==> config.mk <==
export PLATFORM = sky130hd
export DESIGN_NAME = keypad_scan
export DESIGN_NICKNAME = d
export VERILOG_FILES = /design/src/rtl/keypad_pkg.sv /design/src/rtl/sync_2ff.sv /design/src/rtl/keypad_scan.sv
export SDC_FILE = /design/constraint.sdc
export NUM_CORES = 1
export LEC_CHECK = 0
export ABC_AREA = 1
export CAP_MARGIN = 20
export CORE_MARGIN = 1
export CORE_UTILIZATION = 30
export CTS_CLUSTER_DIAMETER = 50
export CTS_CLUSTER_SIZE = 40
export DETAILED_ROUTE_END_ITERATION = 12
export PLACE_DENSITY = 0.48
export REMOVE_ABC_BUFFERS = 1
export SETUP_SLACK_MARGIN = 0.1
export SYNTH_ARGS = -nofsm -noshare
export SYNTH_HDL_FRONTEND = slang
export SYNTH_HIERARCHICAL = 1
export SYNTH_SLANG_ARGS = --single-unit
==> constraint.sdc <==
create_clock -name clk -period 5.1 [get_ports clk]
set_input_delay 0.51 -clock clk [delete_from_list [all_inputs] [get_ports clk]]
set_output_delay 0.51 -clock clk [all_outputs]
set_load 0.1 [all_outputs]
==> src/rtl/keypad_pkg.sv <==
// ----------------------------------------------------------------------------
// keypad_pkg : shared types, key map and helpers for the 4x4 keypad scanner
// Rev 1.0
// ----------------------------------------------------------------------------
`default_nettype none

package keypad_pkg;

  typedef enum logic [1:0] {
    SCAN     = 2'd0,
    DEBOUNCE = 2'd1,
    HELD     = 2'd2,
    RELEASE  = 2'd3
  } state_t;

  typedef struct packed {
    logic       valid;
    logic [1:0] col;
  } onehot_t;

  // Nibble {row,col} holds the legend of that key; row 3 reads E 0 F D.
  localparam logic [63:0] KEY_MAP = 64'hDF0E_C987_B654_A321;

  function automatic onehot_t onehot_low(input logic [3:0] cs);
    onehot_t res;
    res.valid = 1'b1;
    res.col   = 2'd0;
    case (cs)
      4'b1110: res.col = 2'd0;
      4'b1101: res.col = 2'd1;
      4'b1011: res.col = 2'd2;
      4'b0111: res.col = 2'd3;
      default: res.valid = 1'b0;
    endcase
    return res;
  endfunction

  function automatic logic [3:0] key_map(input logic [1:0] row, input logic [1:0] col);
    logic [5:0] base;
    base = {row, col, 2'b00};
    return KEY_MAP[base +: 4];
  endfunction

  function automatic logic [3:0] row_drive(input logic [1:0] row);
    return ~(4'b0001 << row);
  endfunction

endpackage

`default_nettype wire

==> src/rtl/sync_2ff.sv <==
// ----------------------------------------------------------------------------
// sync_2ff : two-flop synchronizer for asynchronous inputs, resets to all-ones
// Rev 1.0
// ----------------------------------------------------------------------------
`default_nettype none

module sync_2ff #(
  parameter int W = 4
) (
  input  logic         clk,
  input  logic         reset,
  input  logic [W-1:0] d_i,
  output logic [W-1:0] q_o
);

  logic [W-1:0] meta_q;
  logic [W-1:0] sync_q;

  always_ff @(posedge clk) begin
    if (reset) begin
      meta_q <= '1;
      sync_q <= '1;
    end else begin
      meta_q <= d_i;
      sync_q <= meta_q;
    end
  end

  assign q_o = sync_q;

endmodule

`default_nettype wire

==> src/rtl/keypad_scan.sv <==
// ----------------------------------------------------------------------------
// keypad_scan : 4x4 keypad row scanner with press/release debounce and digit pair
// Rev 1.0
// ----------------------------------------------------------------------------
`default_nettype none

module keypad_scan
  import keypad_pkg::*;
#(
  parameter logic [15:0] SCAN_DIV     = 16'd2000,
  parameter logic [19:0] DEBOUNCE_CYC = 20'd50000
) (
  input  logic       clk,
  input  logic       reset,
  input  logic [3:0] cols,
  output logic [3:0] rows,
  output logic       key_valid,
  output logic [3:0] key_code,
  output logic [3:0] digit_new,
  output logic [3:0] digit_old
);

  localparam int SW = $clog2(SCAN_DIV);
  localparam int DW = $clog2(DEBOUNCE_CYC);
  localparam logic [SW-1:0] SCAN_MAX = SW'(SCAN_DIV - 16'd1);
  localparam logic [DW-1:0] DEB_MAX  = DW'(DEBOUNCE_CYC - 20'd1);

  logic [3:0]    cs;
  state_t        state_q;
  logic [1:0]    row_q;
  logic [1:0]    col_q;
  logic [3:0]    rows_q;
  logic [SW-1:0] scan_cnt_q;
  logic [DW-1:0] deb_cnt_q;
  logic          key_valid_q;
  logic [3:0]    key_code_q;
  logic [3:0]    digit_new_q;
  logic [3:0]    digit_old_q;

  logic [1:0]    row_d;
  onehot_t       oh_d;
  logic          stable_d;

  sync_2ff #(.W(4)) u_cols_sync (
    .clk   (clk),
    .reset (reset),
    .d_i   (cols),
    .q_o   (cs)
  );

  assign row_d    = row_q + 2'd1;
  assign oh_d     = onehot_low(cs);
  // The latched key alone must be low; any other column low counts as a deviation.
  assign stable_d = (cs == row_drive(col_q));

  always_ff @(posedge clk) begin
    if (reset) begin
      state_q     <= SCAN;
      row_q       <= 2'd0;
      col_q       <= 2'd0;
      rows_q      <= 4'b1110;
      scan_cnt_q  <= '0;
      deb_cnt_q   <= '0;
      key_valid_q <= 1'b0;
      key_code_q  <= 4'h0;
      digit_new_q <= 4'h0;
      digit_old_q <= 4'h0;
    end else begin
      key_valid_q <= 1'b0;
      case (state_q)
        SCAN: begin
          if (scan_cnt_q == SCAN_MAX) begin
            scan_cnt_q <= '0;
            if (oh_d.valid) begin
              col_q     <= oh_d.col;
              deb_cnt_q <= '0;
              state_q   <= DEBOUNCE;
            end else begin
              row_q  <= row_d;
              rows_q <= row_drive(row_d);
            end
          end else begin
            scan_cnt_q <= scan_cnt_q + 1'b1;
          end
        end
        DEBOUNCE: begin
          if (!stable_d) begin
            deb_cnt_q <= '0;
            row_q     <= row_d;
            rows_q    <= row_drive(row_d);
            state_q   <= SCAN;
          end else if (deb_cnt_q == DEB_MAX) begin
            deb_cnt_q   <= '0;
            key_valid_q <= 1'b1;
            key_code_q  <= key_map(row_q, col_q);
            digit_old_q <= digit_new_q;
            digit_new_q <= key_map(row_q, col_q);
            state_q     <= HELD;
          end else begin
            deb_cnt_q <= deb_cnt_q + 1'b1;
          end
        end
        HELD: begin
          if (cs[col_q]) begin
            deb_cnt_q <= '0;
            state_q   <= RELEASE;
          end
        end
        RELEASE: begin
          if (!cs[col_q]) begin
            deb_cnt_q <= '0;
            state_q   <= HELD;
          end else if (deb_cnt_q == DEB_MAX) begin
            deb_cnt_q  <= '0;
            scan_cnt_q <= '0;
            row_q      <= 2'd0;
            rows_q     <= 4'b1110;
            state_q    <= SCAN;
          end else begin
            deb_cnt_q <= deb_cnt_q + 1'b1;
          end
        end
        default: state_q <= SCAN;
      endcase
    end
  end

  assign rows      = rows_q;
  assign key_valid = key_valid_q;
  assign key_code  = key_code_q;
  assign digit_new = digit_new_q;
  assign digit_old = digit_old_q;

endmodule

`default_nettype wire

; Word level (Yosys, flattened, before mapping)
; Cells that the tools add are included.
[totals]
regBits = 54
in_bits = 6
out_inout_bits = 17
wordCells = 87
[op_classes]
n_addsub = 3
magnitude_cmp = 1
eq_ne = 19
shifts = 3
n_mux = 35
bitwise = 4
n_reduce_logical = 11
[op_table]
columns = cell, n
row1 = 16-bit 2-to-1 mux, 6
row2 = 16-bit case mux with 4 select lines, 1
row3 = "64-bit by 7-bit variable part select with 4-bit output, first input constant", 1
row4 = 11-bit 2-to-1 mux, 3
row5 = 2-bit 2-to-1 mux, 11
row6 = 11-bit case mux with 2 select lines, 1
row7 = 4-bit 2-to-1 mux, 5
row8 = "16-bit by 1-bit adder with 16-bit output, second input constant", 1
row9 = "16-bit == test, second input constant", 1
row10 = "2-bit inequality test, second input constant", 7
row11 = "4-bit == test, second input constant", 3
row12 = 2-bit case mux with 3 select lines, 2
row13 = 4-bit case mux with 3 select lines, 1
row14 = 3-bit AND reduction, 4
row15 = "11-bit by 1-bit adder with 11-bit output, second input constant", 1
row16 = "11-bit == test, second input constant", 1
row17 = 4-bit inverter, 2
row18 = 2-bit case mux with 4 select lines, 1
row19 = "1-bit by 2-bit left shift with 4-bit output, first input constant", 2
row20 = "3-bit inequality test, second input constant", 2
row21 = 6-bit AND reduction, 1
row22 = 5-bit AND reduction, 1
row23 = "2-bit == test, second input constant", 2
row24 = "4-bit by 3-bit == test with 1-bit output, second input constant", 1
row25 = 12 further kinds, 15

; Depth between registers and ports, before layout
; Gate-level depths: netlist of the first run.
[logic_depth]
ltp_word = 6
mapped_depth = 12
depth_no_buf = 12

; Hierarchy
; Netlist of the first run, hierarchy kept.
[by_module_without_submodules]
columns = mod, n_inst, cells_each, area_per_inst_um2, seq_area_each_um2
row1 = keypad_scan, 1, 481, 3085.5, 920.9
row2 = sync_2ff, 1, 25, 224.0, 160.2

; Least setup slack after synthesis of the first run
; OpenSTA, ideal clock, no wires.
[synth_timing]
path_kind = reg2out
startpoint = reg, netlist name digit_new[0]
endpoint = out key_code[0]
t_arrival_ns = 1.387
path_slack_ns = 3.203
stages_incl_launch_ff = 2
path_buffers = 1
path_cell_list = dfxtp_1 -> buf_4
[synth_rtl]
columns = element, line_no
row1 = to (decl), keypad_scan.sv:18  ; output logic [3:0] key_code,

; Final worst setup path of the first run
[layout_timing]
startpoint = reg digit_new_q[0], in the netlist digit_new[0]
endpoint = out digit_new[0]
[layout_rtl]
columns = element, line_no
row1 = from (decl), keypad_scan.sv:37  ; logic [3:0] digit_new_q;
row2 = from (signal assigned), keypad_scan.sv:97  ; digit_new_q <= key_map(row_q, col_q);
row3 = to (decl), keypad_scan.sv:19  ; output logic [3:0] digit_new,
; No word-level cell between the ends.

==> results of run 1 <==
[final cells by class]
| class | count | area (um2) | share of cell area [%] |
|---|---|---|---|
| well taps | 136 | 170 | 4.59 |
| multi-input cells | 369 | 1870 | 50.3 |
| clock inverters | 3 | 25.0 | 0.675 |
| clock buffers | 5 | 68.8 | 1.86 |
| inverters | 70 | 269 | 7.25 |
| flip-flops and latches | 54 | 1080 | 29.1 |
| repair buffers | 23 | 228 | 6.14 |
[through the flow]
step / total power [uW] / instances / setup slack, ns / util [%] / hold slack [ns]
finish: 720 / 660 / 2.73 / 35.3 / 0.417
CTS: 731 / 660 / 2.71 / 35.3 / 0.422
global route: 757 / 660 / 2.64 / 35.3 / 0.432
global placement: 473 / 652 / 2.91 / 34.4 / 0.390
detailed placement: 474 / 652 / 2.89 / 34.4 / 0.398
floorplan: 461 / 493 / 3.01 / - / 0.387
[cells by family after synthesis]
kind of cell    after synthesis  share of synthesized area [%]
buf+inv                      83                           10.9
flops                        54                           32.7
xor+xnor                      5                           1.32
fa+ha+maj                    11                           4.16
simple gates                290                           40.2
compound gates               63                           10.7
[routing by layer]
metal,global-route usage [%],vias up,wire length (um)
met3,2.07,6,212
met5,0,-,0
met1,19.4,1362,3920
met2,23.4,37,3540
met4,3.62,0,66
li1,-,1628,-
[synthesized netlist by cell type (all sizes together), types with 2 or more instances]
cell | n | area (um2)
a31oi | 2 | 12.5
xor2 | 5 | 43.8
ha | 11 | 138
nor3 | 9 | 50.1
dfxtp | 54 | 1080
clkbuf | 3 | 11.3
o21ai | 27 | 150
inv | 66 | 248
nand3 | 39 | 255
clkinv | 4 | 21.3
nand4 | 11 | 68.8
or2 | 2 | 12.5
buf | 10 | 81.3
nand2 | 142 | 581
nor2 | 85 | 349
a21oi | 30 | 161
[power by group through the flow]
stage / clock network [uW] / logic, uW / registers [uW]
after floorplan: 0 / 21.5 / 439
after global placement: 0 / 32.7 / 440
after detailed placement: 0 / 33.5 / 440
after CTS: 267 / 33.5 / 430
after global routing: 287 / 37.9 / 431
final: 257 / 33.0 / 430
[flip-flops by register name (all words and copies together), names as in the netlist]
register	count
row_q	2
digit_new	4
u_cols_sync/q_o	4
scan_cnt_q	11
digit_old	4
u_cols_sync/meta_q	4
rows	4
col_q	2
state_q	2
key_valid	1
deb_cnt_q	16
[path summary, 6_finish.rpt]
kind,start,endpoint,slack [ns],cells after the start
setup / recovery,digit_new[0]$_SDFFE_PP0P_,digit_new[0],2.73,1
hold / removal,u_cols_sync/meta_q[1]$_SDFF_PP1_,u_cols_sync/q_o[1]$_SDFF_PP1_,0.42,2
setup reg to reg,col_q[1]$_SDFFE_PP0P_,deb_cnt_q[8]$_SDFFE_PP0P_,3.03,11
hold reg to reg,u_cols_sync/meta_q[1]$_SDFF_PP1_,u_cols_sync/q_o[1]$_SDFF_PP1_,0.42,2
==> out/qor.csv, run 1 <==
metric;value;unit
status;complete, no violations;
rsz0062_at_grt;no;
min_period_over_period;46.5;%
cpLargestDelayFamily;buffers and inverters;
layout-drive-gt1-share;10.5;%
swShare;25.2;%
dpl.hpwl;5.77;mm
wl;7.74;mm
max_freq;0.421;GHz
vias;3033;
min_period;2.37;ns
power_frac_comb;4.6;%
row_count;37;
worstSetupPathType;flop to output pin;
cts_tree;yes;
cp_max_fo;4;
cts.path.max_buffers;2;
post_dp_cell_area;0.00361;mm2
setup-violations-final;0;
grt_pass1_wl;13.2;mm
synth-async-reset-ratio;0;%
cts_made_buffers;5;
layout_common_cells;nand2_1, nor2_1, inv_1, dfxtp_1, nand3_1;
cts.sinks;54;
maxCapViolCount;0;
drc;0;
cp-end-kind;output pin;
relSlewSlack;34.9;%
grt_pass1_vias;2760;
critPathArrivalTime;1.86;ns
yosysWarnings;6;
p_per_area;194;mW/mm2
grt_max_degree;27;
skew;0.0149;ns
cts_setup_buffers;0;
tightest_slew;0.973;ns
cts-htree-levels;2;
tns;0;ns
die_h;107;um
die_x;107;um
synth_cell_types;40;
die_area;0.0115;mm2
min_path_type;flop to flop;
cts-hold-fix-buffers;0;
antennaDiodeCount;0;
grt_usage;14.2;%
clk_pin_slew;0.11;ns
viasPerCell;4.60;
hold_viol;0;
final_common_cell;nand2_1;
crit_chain;clkdlybuf4s50_1;
n_fill_cell;1137;
clkPwrFrac;35.7;%
crit_path_start_kind;flop;
synthFlopType;dfxtp_1;
critPathRequiredTime;4.59;ns
post_cts_resized;0;
ys_seq_area_share;32.7;%
slowest_stage;clkdlybuf4s50_1;
route.detailed.wl_per_inst;11.7;um
p_int;539;uW
syn_avg_cell_area;6.54;um2
ant_nets;0;
nets;540;
p_seq_share;59.7;%
initial_utilization;31.5;%
syn_inst;506;
syn_to_final_growth;12.1;%
peakVddDrop;0.0000947;V
finalMaxSlewViolations;0;
ioPinCount;23;
ctsRootBufferMaster;clkbuf_8;
fp.coreArea;0.0105;mm2
synth-edff-count;0;
firstDrtPassIters;4;
syn_area;0.00331;mm2
numPortBuffers;22;
leakagePower;0.00160;uW
fin_area;0.00371;mm2
cpPeakStageDelay;1.15;ns
gp_congestion;0.808;
ys_ff_latch;54;
drt_iter0_drc;115;
clock_latency;0.32;ns
overflow;0;
antenna_found_initial;0;
worst-path-buf-inv;1;
power.switching;181;uW
Power figures use the tool's default switching activity.
==> run 2: changes to the inputs <==
--- a/config.mk
+++ b/config.mk
@@ -12,7 +12,7 @@
 export CTS_CLUSTER_DIAMETER = 50
 export CTS_CLUSTER_SIZE = 40
 export DETAILED_ROUTE_END_ITERATION = 12
-export PLACE_DENSITY = 0.48
+export PLACE_DENSITY = 0.5
 export REMOVE_ABC_BUFFERS = 1
 export SETUP_SLACK_MARGIN = 0.1
 export SYNTH_ARGS = -nofsm -noshare
==> constraint.sdc (replaced) <==
create_clock -name clk -period 2.1 [get_ports clk]
set_input_delay 0.21 -clock clk [delete_from_list [all_inputs] [get_ports clk]]
set_output_delay 0.21 -clock clk [all_outputs]
set_load 0.1 [all_outputs]
==> run 2 against run 1 <==
  * Setup slack got worse by 2.5 ns
  * Wire length rose by 2.6%
  * Critical path depth rose by 10
  * Global-route usage rose by 0.40 points
  * Critical endpoint is now deb_cnt_q[8]$_SDFFE_PP0P_
  * Largest cell class unchanged
==> out/qor.csv, run 2 (synthesis gave the netlist of run 1 again) <==
metric;value;unit
power_frac_comb;4.5;%
gp_congestion;0.832;
r2r_start;col_q[1]$_SDFFE_PP0P_;
p_per_area;496;mW/mm2
worstSetupStartpoint;col_q[1]$_SDFFE_PP0P_;
grt_usage;14.6;%
multi_input_area;0.00187;mm2
r2r-end;deb_cnt_q[8]$_SDFFE_PP0P_;
cts-hold-fix-buffers;0;
cts_tree;yes;
p_int;1420;uW
rsz0062_at_grt;no;
critPathRequiredTime;2.35;ns
cts.path.max_buffers;2;
die_x;107;um
critPathArrivalTime;2.10;ns
relSlewSlack;66.3;%
cts.sinks;54;
syn_to_final_growth;13.4;%
swShare;23.6;%
min_to;u_cols_sync/meta_q[0]$_SDFF_PP1_;
overflow;0;
maxCapViolCount;0;
min_path_type;input port to flop;
fin_area;0.00375;mm2
leakagePower;0.00166;uW
clock_latency;0.32;ns
route.detailed.wl_per_inst;11.9;um
tightest_slew;0.505;ns
ant_nets;0;
clk_pin_slew;0.11;ns
nets;546;
p_seq_share;56.2;%
die_area;0.0115;mm2
grt_pass1_wl;13.3;mm
min_period_over_period;88.0;%
largest-register;deb_cnt_q;
wl;7.95;mm
power;1860;uW
hold_viol;0;
register_area;0.00108;mm2
power.switching;438;uW
antennaDiodeCount;0;
antenna_found_initial;0;
viasPerCell;4.64;
cp_max_fo;6;
cp-end-kind;flop;
cts-htree-levels;2;
die_h;107;um
final_common_cell;nand2_1;
peakVddDrop;0.000351;V
firstDrtPassIters;6;
max_freq;0.541;GHz
final_util;35.7;%
ioPinCount;23;
setup-violations-final;0;
finalMaxSlewViolations;0;
min-delay-start;cols[0];
tns;0;ns
row_count;37;
status;complete, no violations;
reg2regPathDepth;11;
crit_path_start_kind;flop;
clkPwrFrac;39.3;%
post_dp_cell_area;0.00359;mm2
layout_common_cells;nand2_1, nor2_1, inv_1, dfxtp_1;
drc;0;
dpl.hpwl;5.74;mm
grt_max_degree;27;
skew;0.00685;ns
top_regs;deb_cnt_q: 16 flops, scan_cnt_q: 11 flops;
drt_iter0_drc;112;
ff2ff_setup_slack;0.25;ns
numPortBuffers;22;
cts_made_buffers;5;
final_cells;666;
holdPathStages;3;
dp.cells;655;
ctsRootBufferMaster;clkbuf_8;
min_period;1.85;ns
worstSetupPathType;flop to flop;
n_fill_cell;1124;
grt_pass1_vias;2794;
largest_register_ffs;16;
fp.coreArea;0.0105;mm2
layout-drive-gt1-share;15.3;%
vias;3092;
initial_utilization;31.5;%
-- run 2: how the worst max path moves through the flow --
stage                                 to  slack, ns  cells past startpoint
2_1_floorplan  digit_old[0]$_SDFFE_PP0P_       0.07                      2
4_1_cts        deb_cnt_q[8]$_SDFFE_PP0P_       0.12                     11
6_report       deb_cnt_q[8]$_SDFFE_PP0P_       0.25                     11
3_3_place_gp        rows[0]$_SDFFE_PP0P_       0.24                     12
5_1_grt        digit_old[2]$_SDFFE_PP0P_       0.08                     12
3_5_place_dp   deb_cnt_q[8]$_SDFFE_PP0P_       0.14                     11
-- run 2: power by group through the flow --
| stage | clock (uW) | sequential (uW) | combinational, uW |
|---|---|---|---|
| after floorplan | 0 | 1070 | 52.2 |
| after global placement | 0 | 1070 | 83.7 |
| after detailed placement | 0 | 1070 | 84.3 |
| after CTS | 761 | 1050 | 84.7 |
| after global routing | 808 | 1050 | 96.4 |
| final | 731 | 1050 | 84.2 |
-- run 2: metrics by stage --
step	hold slack (ns)	setup slack (ns)
floorplan	0.279	0.0740
global placement	0.391	0.244
detailed placement	0.397	0.144
CTS	0.400	0.119
global route	0.407	0.0829
finish	0.404	0.252
-- run 2: per-layer routing --
layer  global-route usage (%)  vias to the layer above  routed length, um  part of all wire (%)
li1                         -                     1638                  -                     -
met1                     19.7                     1400               4000                    50
met2                     23.8                       48               3600                    45
met3                     2.49                        6                281                   3.5
met4                     4.11                        0                 71                  0.89
met5                        0                        -                  0                     0
-- run 2: critical path, cell delays in order, from the launching register on --
cell and delay (ns):
dfxtp_2 0.40, inv_1 0.11, ha_1 0.24, nand2_1 0.09, o21ai_0 0.08, nor2_1 0.14, nand3_2 0.13, nand2_2 0.14
nand2_2 0.10, inv_4 0.12, o21ai_4 0.08, nor2_1 0.13
-- run 2: area by class of cell --
type	count	share of cell area, %
clock buffer	5	1.83
inverter	70	7.23
multi-input combinational	369	49.9
sequential	54	28.9
tap	136	4.53
clock inverter	3	1.20
timing repair buffer	29	6.47
-- run 2: timing repair --
item	4_1_cts	5_1_grt
gates resized for setup	0	4
setup endpoints to repair	0	25
buffers inserted	0	3
==> run 3: changes to the inputs <==
--- a/config.mk
+++ b/config.mk
@@ -7,12 +7,13 @@
 export LEC_CHECK = 0
 export ABC_AREA = 1
 export CAP_MARGIN = 20
-export CORE_MARGIN = 1
-export CORE_UTILIZATION = 30
+export CELL_PAD_IN_SITES_DETAIL_PLACEMENT = 0
+export CELL_PAD_IN_SITES_GLOBAL_PLACEMENT = 2
+export CORE_UTILIZATION = 29
 export CTS_CLUSTER_DIAMETER = 50
 export CTS_CLUSTER_SIZE = 40
 export DETAILED_ROUTE_END_ITERATION = 12
-export PLACE_DENSITY = 0.5
+export PLACE_DENSITY = 0.77
 export REMOVE_ABC_BUFFERS = 1
 export SETUP_SLACK_MARGIN = 0.1
 export SYNTH_ARGS = -nofsm -noshare
==> run 3 against run 2 <==
  * Count of clock-buffer cells in the layout is the same
  * Die area grew 3.4%
  * Global-route usage grew 0.83 points
  * Total power up 13%
  * Largest power group unchanged
  * Clock power increased by 33%
  * Flip-flop and latch count unchanged
  * Non-clock buffer count rose by 2
  * Wire length is 3.6% higher
  * Setup slack improved by 0.070 ns
  * Combinational power up 0.6%
  * Register-to-register slack gained 0.07 ns
  * Sequential share of layout area is 0.54 points lower
==> out/qor.csv, run 3 (synthesis gave the netlist of run 1 again) <==
metric;value;unit
grt_usage;15.4;%
cts-hold-fix-buffers;0;
cts-htree-levels;2;
tns;0;ns
ant_nets;0;
initial_utilization;30.1;%
drc;0;
nets;548;
final_cells;672;
fin_ws;0.322;ns
wl;8.23;mm
cpPeakStageDelay;0.38;ns
cts_tree;yes;
cts_made_buffers;5;
cp_max_fo;8;
cts.path.max_buffers;2;
status;complete, no violations;
power;2100;uW
min_path_type;flop to flop;
syn_to_final_growth;15.5;%
finalMaxSlewViolations;0;
slowest_stage;dfxtp_1;
worstSetupPathType;flop to flop;
layout_common_cells;nand2_1, nor2_1, inv_1, dfxtp_1;
vias;3010;
cp-end-kind;flop;
min_period_over_period;84.7;%
cpLargestDelayFamily;simple AND/OR/NAND/NOR gates;
critPathArrivalTime;1.99;ns
gp_congestion;0.804;
clk_pin_slew;0.07;ns
crit_path_start_kind;flop;
maxCapViolCount;0;
worst-path-buf-inv;2;
largest-register;deb_cnt_q;
hold_viol;0;
relSlewSlack;76.3;%
min_period;1.78;ns
die_x;109;um
ctsRootBufferMaster;clkbuf_16;
antenna_found_initial;0;
fp.coreArea;0.0110;mm2
die_area;0.0118;mm2
antennaDiodeCount;0;
clock_latency;0.31;ns
grt_pass1_wl;14.0;mm
crit_chain;ha_1 -> nand2_1 -> nor2_2 -> nand3_2 -> nand2_4 -> nand3_4 -> buf_4 -> nand2_1 -> nand3_1 -> nand2_1 -> inv_1;
cts.sinks;54;
dpl.hpwl;6.16;mm
setup-violations-final;0;
rsz0062_at_grt;no;
leakagePower;0.00170;uW
viasPerCell;4.48;
cts_setup_buffers;0;
top_regs;deb_cnt_q: 16 flops, scan_cnt_q: 11 flops;
tightest_slew;0.354;ns
die_h;109;um
p_per_area;550;mW/mm2
skew;0.00563;ns
hold_ws;0.416;ns
critPathRequiredTime;2.31;ns
grt_pass1_vias;2893;
dp.cells;664;
grt_max_degree;27;
crit_top_cell;nand2_1;
ioPinCount;23;
max_freq;0.562;GHz
peakVddDrop;0.000405;V
layout-drive-gt1-share;15.6;%
post_cts_resized;0;
numPortBuffers;22;
overflow;0;
largest_register_ffs;16;
row_count;38;
final_common_cell;nand2_1;
firstDrtPassIters;4;
drt_iter0_drc;107;
n_fill_cell;1202;
place_ws;0.197;ns
route.detailed.wl_per_inst;12.2;um
==> run 3: cell count changes in the layout (fill, tap and decap cells not counted), sizes merged <==
cell,delta
clkinvlp,-2
clkinv,+2
buf,+2
==> run 3: worst paths after layout <==
check                              startpoint                       endpoint  slack [ns]  cells past startpoint
min          u_cols_sync/meta_q[2]$_SDFF_PP1_  u_cols_sync/q_o[2]$_SDFF_PP1_        0.42                      2
min reg2reg  u_cols_sync/meta_q[2]$_SDFF_PP1_  u_cols_sync/q_o[2]$_SDFF_PP1_        0.42                      2
max reg2reg        scan_cnt_q[0]$_SDFFE_PP0P_      deb_cnt_q[4]$_SDFFE_PP0P_        0.32                     11
max                scan_cnt_q[0]$_SDFFE_PP0P_      deb_cnt_q[4]$_SDFFE_PP0P_        0.32                     11
==> run 3: area by class of cell <==
cell class | count | area (um2) | area share, %
multi-input combinational | 369 | 1880 | 49.2
clock inverter | 3 | 40.0 | 1.05
tap | 140 | 175 | 4.58
sequential | 54 | 1080 | 28.3
clock buffer | 5 | 125 | 3.27
timing repair buffer | 31 | 245 | 6.42
inverter | 70 | 272 | 7.11
==> run 3: power breakdown <==
group	total [uW]	internal (uW)	leakage, uW	switching (uW)
sequential	1050	1040	0.000438	9.87
combinational	84.7	31.6	0.00118	53.1
clock	973	560	0.0000836	413
total	2100	1630	0.00170	476
==> run 3: routing by layer <==
| layer | wire length [um] | track usage [%] | vias to the layer above |
|---|---|---|---|
| met5 | 0 | 0 | - |
| met4 | 117 | 5.02 | 0 |
| met3 | 274 | 4.06 | 8 |
| met2 | 3570 | 24.0 | 36 |
| met1 | 4270 | 20.7 | 1328 |
| li1 | - | - | 1638 |
==> run 3: tightest hold or removal path: cells and delay by family (launching register included) <==
kind          cells  cell delay (ns)
buf+inv           1             0.03
flops             1             0.31
simple gates      1             0.05
==> run 3: per-stage QoR <==
step | util (%) | area [um2]
after global placement | 33.1 | 3640
after global routing | 34.8 | 3820
after detailed placement | 33.1 | 3640
after floorplan | - | 3220
final | 34.8 | 3820
after CTS | 34.6 | 3800
